## src/rtl/dmem_bus_ctrl.sv

```systemverilog
// MEM-stage data bus sequencer: captures one load/store, runs a Wishbone-style
// cycle until ack, flush or timeout, then holds one cycle so the pipeline can advance.
module dmem_bus_ctrl #(
  parameter int AW      = 32,
  parameter int DW      = 32,
  parameter int TIMEOUT = 255
) (
  input  logic            clk,
  input  logic            rst,
  input  logic            req_i,
  input  logic            we_i,
  input  logic [AW-1:0]   addr_i,
  input  logic [DW-1:0]   wdata_i,
  input  logic [DW/8-1:0] sel_i,
  input  logic            flush_i,
  output logic [DW-1:0]   rdata_o,
  output logic            stall_req_o,
  output logic            err_o,
  output logic            bus_cyc_o,
  output logic            bus_stb_o,
  output logic            bus_we_o,
  output logic [AW-1:0]   bus_addr_o,
  output logic [DW-1:0]   bus_data_o,
  output logic [DW/8-1:0] bus_sel_o,
  input  logic [DW-1:0]   bus_data_i,
  input  logic            bus_ack_i,
  output logic [1:0]      dbg_state_o
);

  // Handshake: a request is taken when req_i & ~flush_i in IDLE; the bus side
  // completes on the first rising edge with bus_cyc_o & bus_stb_o & bus_ack_i.
  typedef enum logic [1:0] {
    IDLE = 2'd0,
    BUSY = 2'd1,
    HOLD = 2'd2
  } state_t;

  localparam logic [7:0] CNT_LAST = 8'(TIMEOUT - 1);

  state_t     state;
  state_t     state_next;
  logic [7:0] cnt;
  logic       accept;
  logic       timeout_hit;

  assign dbg_state_o = state;

  always_ff @(posedge clk) begin
    if (rst) state <= IDLE;
    else     state <= state_next;
  end

  always_comb begin
    state_next  = state;
    stall_req_o = 1'b0;
    accept      = 1'b0;
    timeout_hit = 1'b0;
    case (state)
      IDLE: begin
        if (req_i && !flush_i) begin
          accept      = 1'b1;
          stall_req_o = 1'b1;
          state_next  = BUSY;
        end
      end
      BUSY: begin
        stall_req_o = 1'b1;
        // Flush beats ack and timeout: the faulting access must not complete.
        if (flush_i) begin
          state_next = IDLE;
        end else if (bus_ack_i) begin
          state_next = HOLD;
        end else if (cnt == CNT_LAST) begin
          timeout_hit = 1'b1;
          state_next  = HOLD;
        end
      end
      HOLD:    state_next = IDLE;
      default: state_next = IDLE;
    endcase
  end

  always_ff @(posedge clk) begin
    if (rst) begin
      cnt        <= '0;
      rdata_o    <= '0;
      err_o      <= 1'b0;
      bus_cyc_o  <= 1'b0;
      bus_stb_o  <= 1'b0;
      bus_we_o   <= 1'b0;
      bus_addr_o <= '0;
      bus_data_o <= '0;
      bus_sel_o  <= '0;
    end else begin
      err_o <= 1'b0;
      case (state)
        IDLE: begin
          if (accept) begin
            cnt        <= '0;
            bus_cyc_o  <= 1'b1;
            bus_stb_o  <= 1'b1;
            bus_we_o   <= we_i;
            bus_addr_o <= addr_i;
            bus_data_o <= wdata_i;
            bus_sel_o  <= sel_i;
          end
        end
        BUSY: begin
          cnt <= cnt + 8'd1;
          if (flush_i) begin
            bus_cyc_o  <= 1'b0;
            bus_stb_o  <= 1'b0;
            bus_we_o   <= 1'b0;
            bus_addr_o <= '0;
            bus_data_o <= '0;
            bus_sel_o  <= '0;
          end else if (bus_ack_i) begin
            bus_cyc_o <= 1'b0;
            bus_stb_o <= 1'b0;
            bus_we_o  <= 1'b0;
            if (!bus_we_o) rdata_o <= bus_data_i;
          end else if (timeout_hit) begin
            bus_cyc_o <= 1'b0;
            bus_stb_o <= 1'b0;
            err_o     <= 1'b1;
            rdata_o   <= '0;
          end
        end
        HOLD: begin
          // Return the bus to all-zero so IDLE always presents a quiet bus.
          bus_cyc_o  <= 1'b0;
          bus_stb_o  <= 1'b0;
          bus_we_o   <= 1'b0;
          bus_addr_o <= '0;
          bus_data_o <= '0;
          bus_sel_o  <= '0;
        end
        default: ;
      endcase
    end
  end

endmodule
```

## config.mk

```make
export PLATFORM = sky130hd
export DESIGN_NAME = dmem_bus_ctrl
export DESIGN_NICKNAME = d
export VERILOG_FILES = /design/src/rtl/dmem_bus_ctrl.sv
export SDC_FILE = /design/constraint.sdc
export NUM_CORES = 1
export LEC_CHECK = 0
export ABC_AREA = 1
export CAP_MARGIN = 20
export CORE_MARGIN = 2
export CORE_UTILIZATION = 40
export CTS_CLUSTER_DIAMETER = 60
export DETAILED_ROUTE_END_ITERATION = 8
export GPL_TIMING_DRIVEN = 0
export PLACE_DENSITY = 0.78
export SYNTH_ARGS = -nofsm -noshare
export SYNTH_HDL_FRONTEND = slang
export SYNTH_SLANG_ARGS = --single-unit
```

## constraint.sdc

```tcl
create_clock -name clk -period 1.9 [get_ports clk]
set_input_delay 0.38 -clock clk [delete_from_list [all_inputs] [get_ports clk]]
set_output_delay 0.38 -clock clk [all_outputs]
set_load 0.05 [all_outputs]
```

# --- After elaboration in Yosys (flattened, before gate mapping) ---
# Index checks and enable logic that the tools add are counted.
op_classes:
  n_addsub: 1
  n_eq_ne: 10
  n_reduce_logical: 13
  shifts: 0
  muxes: 35
  mul: 0
  n_div: 0
  n_lt_le_gt_ge: 0
  bitwise_logic: 2
op_table:
  columns: ["operator", "n"]
  rows:
  - ["32-bit two-way mux", 6]
  - ["32-bit one-hot mux with 3 select lines", 2]
  - ["8-bit one-hot mux with 2 select lines", 1]
  - ["1-bit two-way mux", 14]
  - ["4-bit one-hot mux with 3 select lines", 1]
  - ["3-bit AND reduction", 3]
  - ["8-bit by 1-bit adder with 8-bit output, second input constant", 1]
  - ["8-bit equality test, second input constant", 1]
  - ["2-bit two-way mux", 4]
  - ["4-bit two-way mux", 2]
  - ["8-bit two-way mux", 1]
  - ["2-bit != test, second input constant", 4]
  - ["4-bit != test, second input constant", 2]
  - ["1-bit one-hot mux with 3 select lines", 2]
  - ["2-bit one-hot mux with 2 select lines", 1]
  - ["2-bit AND reduction", 2]
  - ["4-bit AND reduction", 1]
  - ["2-bit nonzero test", 2]
  - ["4-bit OR reduction", 1]
  - ["3-bit != test, second input constant", 1]
  - ["3-bit nonzero test", 1]
  - ["2-bit by 1-bit equality test with 1-bit output, second input constant", 1]
  - ["2-bit equality test, second input constant", 1]
  - ["2-bit logical NOT", 1]
  - ["4 further kinds", 5]
totals:
  romBits: 0
  latch_bits: 0
  wordCells: 70
  out_inout_bits: 107
  n_memories: 0
  register_bits: 113
  mem_bits_rw: 0
  in_bits: 106

# --- Longest topological paths before layout ---
# Gate-level depths: netlist of the first run.
logic_depth:
  depth_word: 9
  ltp_mapped: 10
  mapped_depth_nobuf: 9

# --- Least setup slack after synthesis of the first run ---
# OpenSTA, ideal clock, no wires.
synth_timing:
  path_type: "reg-to-reg"
  start: "register state[1], in the netlist dbg_state_o[1]"
  end: "register bus_addr_o[10]"
  setup_ns: 0.070
  synth_period_minus_slack_ns: 1.871
  stages_incl_launch_ff: 8
  setup_slack_ns: 0.029
  n_path_buf: 2
  t_required_ns: 1.830
  arrival_ns: 1.800
  cell_sequence: "dfxtp_1 > inv_1 > ha_1 > clkinv_1 > buf_2 > buf_2 > nand3_2 > a21oi_1"
synth_between:
  elab_chain_cells: 4
  elab_cells_between_ends: 9
  classes_between: "4 x eq/ne; 2 x mux; 3 x reduce/logical"
synth_rtl:
  columns: ["item", "line", "source"]
  rows:
  - ["from (decl)", "40", "state_t state;"]
  - ["from (signal assigned)", "50", "else state <= state_next;"]
  - ["2-bit logical NOT", "58, 96", null]
  - ["1-bit two-way mux", "58", "case (state)"]
  - ["2-bit != test (no source line)", null, null]
  - ["3-bit AND reduction (no source line)", null, null]
  - ["to (signal assigned)", "103", "bus_addr_o <= addr_i;"]
  - ["to (decl)", "22", "output logic [AW-1:0] bus_addr_o,"]
# Several ways; a longest one is shown, not always the timed one.
# A chain may end at the register's enable or synchronous reset.

# --- Final worst setup path of the first run ---
layout_timing:
  start: "register state[0], in the netlist dbg_state_o[0]"
  end: "output stall_req_o"
layout_between:
  elab_chain_cells: 2
  elab_cells_between_ends: 3
  classes_between: "1 x eq/ne; 1 x mux; 1 x reduce/logical"
layout_rtl:
  columns: ["item", "line", "source"]
  rows:
  - ["2-bit by 1-bit equality test with 1-bit output or 2-bit logical NOT (tied branches)", "58", null]
  - ["1-bit one-hot mux with 2 select lines (*)", "58", null]
  - ["to (decl)", "17", "output logic stall_req_o,"]
# Every way passes the cells marked *; elsewhere a longest branch is shown, timed or not.

==> results by group, run 1 <==
Setup path
  • Family with the most delay on the worst path: flip-flops
  • Crit. End Element: output pin
  • CP max FO: 5
  • Crit-path max cell delay: 0.34 ns
  • Buf+Inv Stages, Crit Path: 2
  • Slowest CP cell: dfxtp_2
  • Worst path arrival time: 1.43 ns
  • Critical Path Source Type: register
  • WP data required: 1.52 ns
  • Worst path cell trace: inv_1, ha_4, nand3_1, nand2_1, buf_6
  • Crit Path Category: reg2out

STA
  • Clock skew: 0.0119 ns
  • Slew Limit Fails: 0
  • Fmax: 553 MHz
  • Final setup violation count: 0
  • Unrepaired setup endpoints after global routing: no
  • Rel. slew slack: 61.1%
  • Final min period: 1.81 ns
  • Tcrit/Tclk final: 95.1%
  • Worst hold slack: 0.327 ns
  • Final Hold Violating Endpoints: 0
  • Pin slew with the least headroom to its limit: 0.583 ns
  • Worst Slack Setup Final: 0.0924 ns

Die
  • Die X: 112 um
  • Die Ht: 112 um
  • # IOs: 213
  • FP Rows: 39
  • Area of the die: 12500 um2
  • Core ar.: 11400 um2
  • Initial Util: 41.0%

Final layout
  • Share of layout cells above drive strength 1: 10.9%
  • N_diodes: 0
  • Area grow syn2layout: 58.9%
  • Final nets: 954
  • Layout filler cell count: 972

Yosys
  • Post-synth cell types: 26
  • Synth Register Bits: 113
  • Register area share after synthesis: 48.5%
  • Fraction of registers with async set or reset after synthesis: 0%
  • Syn Inst Count: 614
  • Syn Std Cell Area: 4660 um2
  • Top FF cell, synth: dfxtp_1
  • Total number of yosys warnings: 0
  • Syn nets: 725
  • Average size of a mapped cell: 7.59 um2
  • EDFF count, synth: 0

Global route
  • GRT Util Overall: 23.0%
  • Initial antenna violation count: 0
  • Number of global-route vias before repair: 4671
  • First-pass GRT wire length: 23.0 mm
  • Largest net degree at the start of global routing: 17
  • Gr ovfl total: 0

CTS
  • CTS Sinks: 113
  • CTS tree: done
  • H-tree depth: 4
  • Skew-Pair Late Insertion Delay: 0.41 ns
  • CTS Buffer Depth: 2
  • Setup Fix Bufs, Post-CTS: 0
  • Num CTS Buffers: 17
  • # hold bufs at CTS: 0
  • Worst-path clk slew: 0.05 ns
  • Root Buffer: clkbuf_16

Routing
  • Detailed Routing Iterations Pass 1: 4
  • Post-route ant nets: 0
  • DRC Markers: 0
  • Via count: 4872
  • Initial DRC Count: 364
  • Avg WL per Cell: 14.6 um
  • Routed WL: 14.6 mm
  • Number of vias per cell: 4.88

Power
  • Pwr dens: 1670 nW/um2
  • Leak Pwr: 3.35 nW
  • Maximum vdd ir drop: 949 uV

Place
  • Post-place setup slack: -0.455 ns
  • Placer Congestion: 0.909
  • DP Wirelength: 11.0 mm
  • Port bufs: 210

Flow run
  • Number of max-cap violations: 0

Worst hold path
  • Hold crit path type: in2reg

Outcome
  • Status: finished, final reports clean
[cells in the final DEF, fill, tap and decap left out, types with 3 or more instances in the layout]
master / count
a21oi_1: 75
buf_2: 12
buf_4: 4
buf_6: 8
clkbuf_1: 16
clkbuf_16: 17
clkdlybuf4s50_1: 103
clkinv_2: 5
clkinvlp_4: 5
dfxtp_1: 112
dlygate4sd2_1: 106
ha_1: 3
inv_1: 15
inv_2: 3
nand2_1: 185
nand3_1: 56
nand3_2: 21
nor2_1: 79
o21ai_0: 4
[per-stage QoR]
| stage | std cells | utilization (%) | setup TNS (ns) | power [mW] | cell area (um2) |
|---|---|---|---|---|---|
| floorplan | 614 | - | 0 | 7.64 | 4660 |
| global placement | 967 | 61.0 | -0.890 | 9.58 | 6940 |
| detailed placement | 967 | 61.0 | -1.78 | 9.72 | 6940 |
| CTS | 999 | 65.0 | 0 | 12.4 | 7390 |
| global route | 999 | 65.1 | 0 | 13.0 | 7410 |
| finish | 999 | 65.1 | 0 | 12.4 | 7410 |
[kinds of logic (layout without fill, tap and decap cells)]
family | Yosys count | after routing | synth area share [%]
AOI/OAI and AO/OA | 82 | 82 | 8.97
xor gates and xnor gates | 2 | 2 | 0.376
adders and majority gates | 5 | 5 | 1.34
buffers and inverters | 63 | 305 | 7.33
DFF | 113 | 113 | 48.5
and+or+nand+nor | 349 | 349 | 33.4
[per-layer routing]
| metal | wire length [um] | track usage, % | share of wire [%] | vias up |
|---|---|---|---|---|
| li1 | - | - | - | 2431 |
| met3 | 1320 | 9.53 | 9.0 | 7 |
| met5 | 0 | 0 | 0 | - |
| met1 | 5860 | 25.2 | 40 | 2243 |
| met2 | 7360 | 41.1 | 50 | 191 |
| met4 | 77 | 6.26 | 0.53 | 0 |
[layout make-up]
type / count / area, um2 / share of cell area (%)
clock inverter: 14 / 140 / 1.89
clock buffer: 18 / 439 / 5.93
multi-input combinational: 438 / 2070 / 28.0
inverter: 20 / 75.1 / 1.01
sequential: 113 / 2260 / 30.6
buffer: 43 / 268 / 3.62
tap: 143 / 179 / 2.42
timing repair buffer: 210 / 1970 / 26.6
[registers in the layout, indices dropped and copies added (netlist names)]
name         flops
cnt              8
bus_stb_o        1
err_o            1
dbg_state_o      2
bus_we_o         1
bus_addr_o      32
bus_sel_o        4
rdata_o         32
bus_data_o      32
[Yosys cell counts, types with 2 or more instances]
master    count  area, um2
nand2_1     185        694
dfxtp_1     113       2260
nor2_1       79        297
a21oi_1      75        375
nand3_1      56        280
nand3_2      21        210
clkbuf_1     17       63.8
inv_1        16       60.1
buf_2        12       60.1
buf_6         7       78.8
ha_1          5       62.6
buf_4         4       30.0
o21ai_0       4       20.0
buf_8         2       30.0
clkinv_1      2       7.51
inv_2         2       7.51
nand2_2       2       12.5
nand2_4       2       22.5
o21bai_1      2       15.0
xor2_1        2       17.5
[final timing paths]
check / start / end / slack [ns] / depth (start not counted)
worst max register to register: dbg_state_o[0] / bus_addr_o[8] / 0.17 / 7
worst min register to register: bus_addr_o[14] / bus_addr_o[14] / 0.46 / 2
worst max-delay path: dbg_state_o[0] / stall_req_o / 0.09 / 5
worst min-delay path: rst / bus_addr_o[14] / 0.33 / 2
[what timing repair did]
| item | in CTS | in global routing |
|---|---|---|
| setup endpoints to repair | 115 | 10 |
| gates resized for setup | 116 | 3 |
| cloned | 0 | 0 |
| hold endpoints to repair | 0 | 0 |
| pin swaps | 0 | 0 |
[where the power goes]
part           internal [mW]  total (mW)  leakage [nW]  switching (mW)
sequential              2.97        3.27         0.922           0.304
combinational           1.75        6.05          2.15            4.30
clock                   1.95        3.06         0.274            1.11
No activity file was read; power rests on OpenSTA's default activity.
==> inputs of run 2 (changes only) <==
PLACE_DENSITY = 0.74   (was 0.78)
==> results by group, run 2 (synthesis gave the netlist of run 1 again) <==
Outcome
  • Status: finished, final reports clean

Place
  • Port bufs: 210
  • Placer Congestion: 0.838
  • Placed instance count: 967
  • DP Wirelength: 10.9 mm

Power
  • Maximum vdd ir drop: 774 uV
  • Sw power: 5.70 mW
  • Switching Share: 45.2%
  • Internal power: 6.92 mW
  • Pwr dens: 1690 nW/um2
  • Power share of the combinational group: 48.2%
  • Sequential share of power: 25.9%
  • Clock power share: 25.9%
  • Leak Pwr: 3.37 nW

Global route
  • Largest net degree at the start of global routing: 17
  • Gr ovfl total: 0
  • First-pass GRT wire length: 23.4 mm
  • Number of global-route vias before repair: 4714
  • GRT Util Overall: 23.2%
  • Initial antenna violation count: 1

Final layout
  • Layout filler cell count: 973
  • Final core utilization: 65.5%
  • Commonest non-fill, non-tap cell in the layout: nand2_1
  • Top Registers: bus_addr_o (32), bus_data_o (32), rdata_o (32)
  • Share of layout cells above drive strength 1: 10.5%
  • Layout Cells excl Fill: 999
  • Most frequent cells in the layout: nand2_1 (185), dfxtp_1 (112), dlygate4sd2_1 (106)
  • N_diodes: 0
  • Final nets: 954
  • Area grow syn2layout: 59.9%

STA
  • Final Hold Violating Endpoints: 0
  • Unrepaired setup endpoints after global routing: yes
  • Slew Limit Fails: 0
  • Final min period: 1.85 ns
  • Rel. slew slack: 59.5%
  • Clock skew: 0.00675 ns
  • Tcrit/Tclk final: 97.5%
  • Fmax: 540 MHz
  • Final setup violation count: 0
  • Pin slew with the least headroom to its limit: 0.607 ns
  • Fin Setup TNS: 0 ns

Routing
  • DRC Markers: 0
  • Routed WL: 14.7 mm
  • Via count: 4855
  • Post-route ant nets: 0
  • Detailed Routing Iterations Pass 1: 5
  • Initial DRC Count: 364
  • Avg WL per Cell: 14.7 um
  • Number of vias per cell: 4.86

Setup path
  • Worst path arrival time: 1.47 ns
  • Family with the most delay on the worst path: flip-flops
  • Crit. End Element: output pin
  • Buf+Inv Stages, Crit Path: 2
  • Slowest CP cell: dfxtp_2
  • Crit Path Category: reg2out
  • Critical Path Source Type: register
  • Crit-path max cell delay: 0.39 ns
  • Worst path cell trace: inv_1, ha_4, nand3_1, nand2_1, buf_6
  • CP max FO: 5
  • WP data required: 1.52 ns

Die
  • Area of the die: 12500 um2
  • Initial Util: 41.0%
  • FP Rows: 39
  • Die X: 112 um
  • Die Ht: 112 um
  • # IOs: 213
  • Core ar.: 11400 um2

Worst hold path
  • Hold crit path type: in2reg

Flow run
  • Number of max-cap violations: 0

CTS
  • Worst-path clk slew: 0.05 ns
  • CTS Buffer Depth: 2
  • Root Buffer: clkbuf_16
  • CTS tree: done
  • Num CTS Buffers: 17
  • CTS Sinks: 113
  • H-tree depth: 4
  • Skew-Pair Late Insertion Delay: 0.41 ns
run 2: cell count changes in the layout (fill, tap and decap cells not counted), moves of 2 or more:
cell,change
clkinv_2,-2
clkinvlp_4,-3
clkbuf_8,+3
clkbuf_1,+3
run 2: what timing repair did:
action | 4_1_cts | 5_1_grt
setup buffers | 0 | 0
setup endpoints to repair | 107 | 1
gates resized for setup | 116 | 3
cloned | 0 | 0
hold buffers | 0 | 0
run 2: layout make-up:
class,instances,area (um2),area share [%]
flip-flops and latches,113,2260,30.4
multi-input cells,438,2080,27.9
repair buffers,210,1970,26.4
clock buffers,23,488,6.55
plain buffers,43,267,3.58
well taps,143,179,2.40
clock inverters,9,129,1.73
inverters,20,75.1,1.01
run 2: power by group through the flow:
stage / clock (mW) / combinational (mW) / sequential [mW]
after floorplan: 0 / 2.36 / 5.29
after global placement: 0 / 6.30 / 3.29
after detailed placement: 0 / 6.40 / 3.33
after CTS: 3.32 / 6.07 / 3.27
after global routing: 3.42 / 6.46 / 3.33
final: 3.26 / 6.08 / 3.27
run 2: worst paths after layout:
path | cells past startpoint | slack, ns | startpoint | end
worst max-delay path | 5 | 0.05 | dbg_state_o[0] | stall_req_o
worst min-delay path | 2 | 0.35 | rst | bus_addr_o[14]
worst max register to register | 6 | 0.09 | dbg_state_o[0] | bus_addr_o[29]
worst min register to register | 2 | 0.46 | bus_data_o[18] | bus_data_o[18]
run 2: per-stage QoR:
stage / hold WS [ns] / power, mW / instance area, um2 / worst slack (ns)
after floorplan: 0.466 / 7.64 / 4660 / 0.0294
after global placement: 0.450 / 9.59 / 6940 / -0.426
after detailed placement: 0.459 / 9.73 / 6940 / -0.426
after CTS: 0.341 / 12.7 / 7440 / 0.0351
after global routing: 0.370 / 13.2 / 7450 / -0.0211
final: 0.353 / 12.6 / 7450 / 0.0476
run 2: layer usage:
metal	up-vias	part of all wire, %	GRT usage (%)
met5	-	0	0
li1	2431	-	-
met1	2201	41	27.1
met4	0	1.7	7.72
met2	200	48	40.0
met3	23	9.2	8.11
run 2: worst register-to-register path, delay by kind of cell (launching register included):
kind,cells,cell delay (ns)
buf+inv,3,0.75
simple gates,1,0.18
flops,1,0.39
fa+ha+maj,1,0.25
compound gates,1,0.16
==> inputs of run 3 (changes only) <==
clock period = 2.2 ns   (was 1.9 ns; I/O delays follow)
==> results by group, run 3 (synthesis gave the netlist of run 1 again) <==
Setup path
  • Reg-to-Reg End: bus_addr_o[29]
  • R2R Path Start: dbg_state_o[0]
  • Levels on crit path: 2
  • Slowest CP cell: clkdlybuf4s50_1
  • Reg-to-reg slack, setup: 0.33 ns
  • Critical Path Source Type: register
  • Crit-path max cell delay: 0.80 ns
  • FF-to-FF path depth: 6
  • Critical path origin: bus_stb_o
  • CP max FO: 3
  • Worst path cell trace: buf_4, clkdlybuf4s50_1
  • WP data required: 1.76 ns
  • Buf+Inv Stages, Crit Path: 2
  • Crit Path Category: reg2out
  • Worst path arrival time: 1.70 ns
  • Family with the most delay on the worst path: buffers and inverters
  • Crit. End Element: output pin
  • Setup crit end: bus_stb_o

Die
  • Die X: 112 um
  • FP Rows: 39
  • Die Ht: 112 um
  • Area of the die: 12500 um2
  • Core ar.: 11400 um2
  • # IOs: 213
  • Initial Util: 41.0%

STA
  • Final min period: 2.14 ns
  • Final setup violation count: 0
  • Tcrit/Tclk final: 97.4%
  • Unrepaired setup endpoints after global routing: no
  • Clock skew: 0.00819 ns
  • Fmax: 467 MHz
  • Rel. slew slack: 60.4%
  • Final Hold Violating Endpoints: 0
  • Slew Limit Fails: 0
  • Pin slew with the least headroom to its limit: 0.594 ns

Place
  • Placer Congestion: 0.838
  • Placed Area: 6940 um2
  • DP Wirelength: 10.9 mm
  • Port bufs: 210

CTS
  • CTS Sinks: 113
  • Root Buffer: clkbuf_16
  • H-tree depth: 4
  • Num CTS Buffers: 17
  • Worst-path clk slew: 0.05 ns
  • Skew-Pair Late Insertion Delay: 0.41 ns
  • CTS Buffer Depth: 2
  • CTS tree: done
  • Setup Fix Bufs, Post-CTS: 0

Global route
  • GR Layer Usage met1: 27.1%
  • Initial antenna violation count: 1
  • GRT met3 Usage: 8.17%
  • Gr ovfl total: 0
  • Largest net degree at the start of global routing: 17
  • Grt peak-use layer: met2
  • Number of global-route vias before repair: 4730
  • GRT Util Overall: 23.1%
  • First-pass GRT wire length: 23.3 mm
  • GR Util met2: 39.6%

Routing
  • DRC Markers: 0
  • Number of vias per cell: 4.85
  • Initial DRC Count: 345
  • Via count: 4847
  • Avg WL per Cell: 14.6 um
  • Post-route ant nets: 0
  • Routed WL: 14.6 mm
  • Detailed Routing Iterations Pass 1: 5

Final layout
  • Most frequent cells in the layout: clkdlybuf4s50_1 (209), nand2_1 (185), dfxtp_1 (113)
  • Commonest non-fill, non-tap cell in the layout: clkdlybuf4s50_1
  • Area grow syn2layout: 62.1%
  • N_diodes: 0
  • Share of layout cells above drive strength 1: 10.0%
  • Final nets: 954
  • Top Registers: bus_addr_o (32), bus_data_o (32), rdata_o (32)
  • Design area: 7550 um2

Power
  • Leak Pwr: 2.92 nW
  • Maximum vdd ir drop: 722 uV
  • Pwr dens: 1480 nW/um2
  • Total power draw: 11.2 mW

Worst hold path
  • Hold crit path type: in2reg

Flow run
  • Number of max-cap violations: 0

Outcome
  • Status: finished, final reports clean
-- run 3: cell types whose count changed in the layout (fill, tap and decap cells not counted) --
cell,previous run,this run
ha_1,3,5
dfxtp_2,1,0
inv_1,15,16
inv_2,3,2
buf_2,12,13
dlygate4sd2_1,106,0
dfxtp_1,112,113
buf_6,8,7
ha_4,2,0
clkdlybuf4s50_1,103,209
-- run 3: worst min path at each step --
stage                     cells past startpoint            from        endpoint
after floorplan                               1          cnt[0]          cnt[0]
after global placement                        2  bus_addr_o[14]  bus_addr_o[14]
final                                         2             rst  bus_addr_o[14]
after detailed placement                      2   bus_addr_o[0]   bus_addr_o[0]
after CTS                                     2             rst  bus_addr_o[14]
after global routing                          2             rst  bus_addr_o[14]
-- run 3: worst register-to-register path, stage by stage (launching register included) --
cell and delay (ns):
dfxtp_1 0.40, inv_1 0.07, ha_1 0.33, clkinv_1 0.16, clkbuf_1 0.49, nand3_1 0.19, a21oi_1 0.16
-- run 3: per-layer routing --
metal / vias up / share of wire (%)
li1: 2432 / -
met1: 2195 / 41
met2: 200 / 48
met3: 20 / 9.2
met4: 0 / 1.6
met5: - / 0
-- run 3: power by group --
group,switching (mW),internal [mW],leakage (nW)
combinational,3.71,1.81,1.70
clock,0.915,1.89,0.299
sequential,0.278,2.56,0.922
total,4.91,6.27,2.92
-- run 3: per-stage QoR --
step           hold WS [ns]  cells  TNS (ns)  util [%]  setup slack [ns]
4_1_cts               0.401    999         0      66.4            0.0416
3_5_place_dp          0.459    967    -0.246      61.0            -0.246
6_report              0.414    999         0      66.4            0.0571
2_1_floorplan         0.466    614         0         -             0.280
5_1_grt               0.430    999         0      66.4            0.0172
3_3_place_gp          0.450    967    -0.246      61.0            -0.246
-- run 3: cell type report --
cell class              instances  area (um2)
clock inverters                 9         129
repair buffers                210        2100
multi-input cells             438        2060
inverters                      20        75.1
fillers                       949        3820
clock buffers                  23         488
plain buffers                  43         267
well taps                     143         179
flip-flops and latches        113        2260
-- run 3: what timing repair did --
item                       in CTS  in global routing
hold buffers                    0                  0
setup endpoints to repair       1                  0
gates resized for setup         5                  0
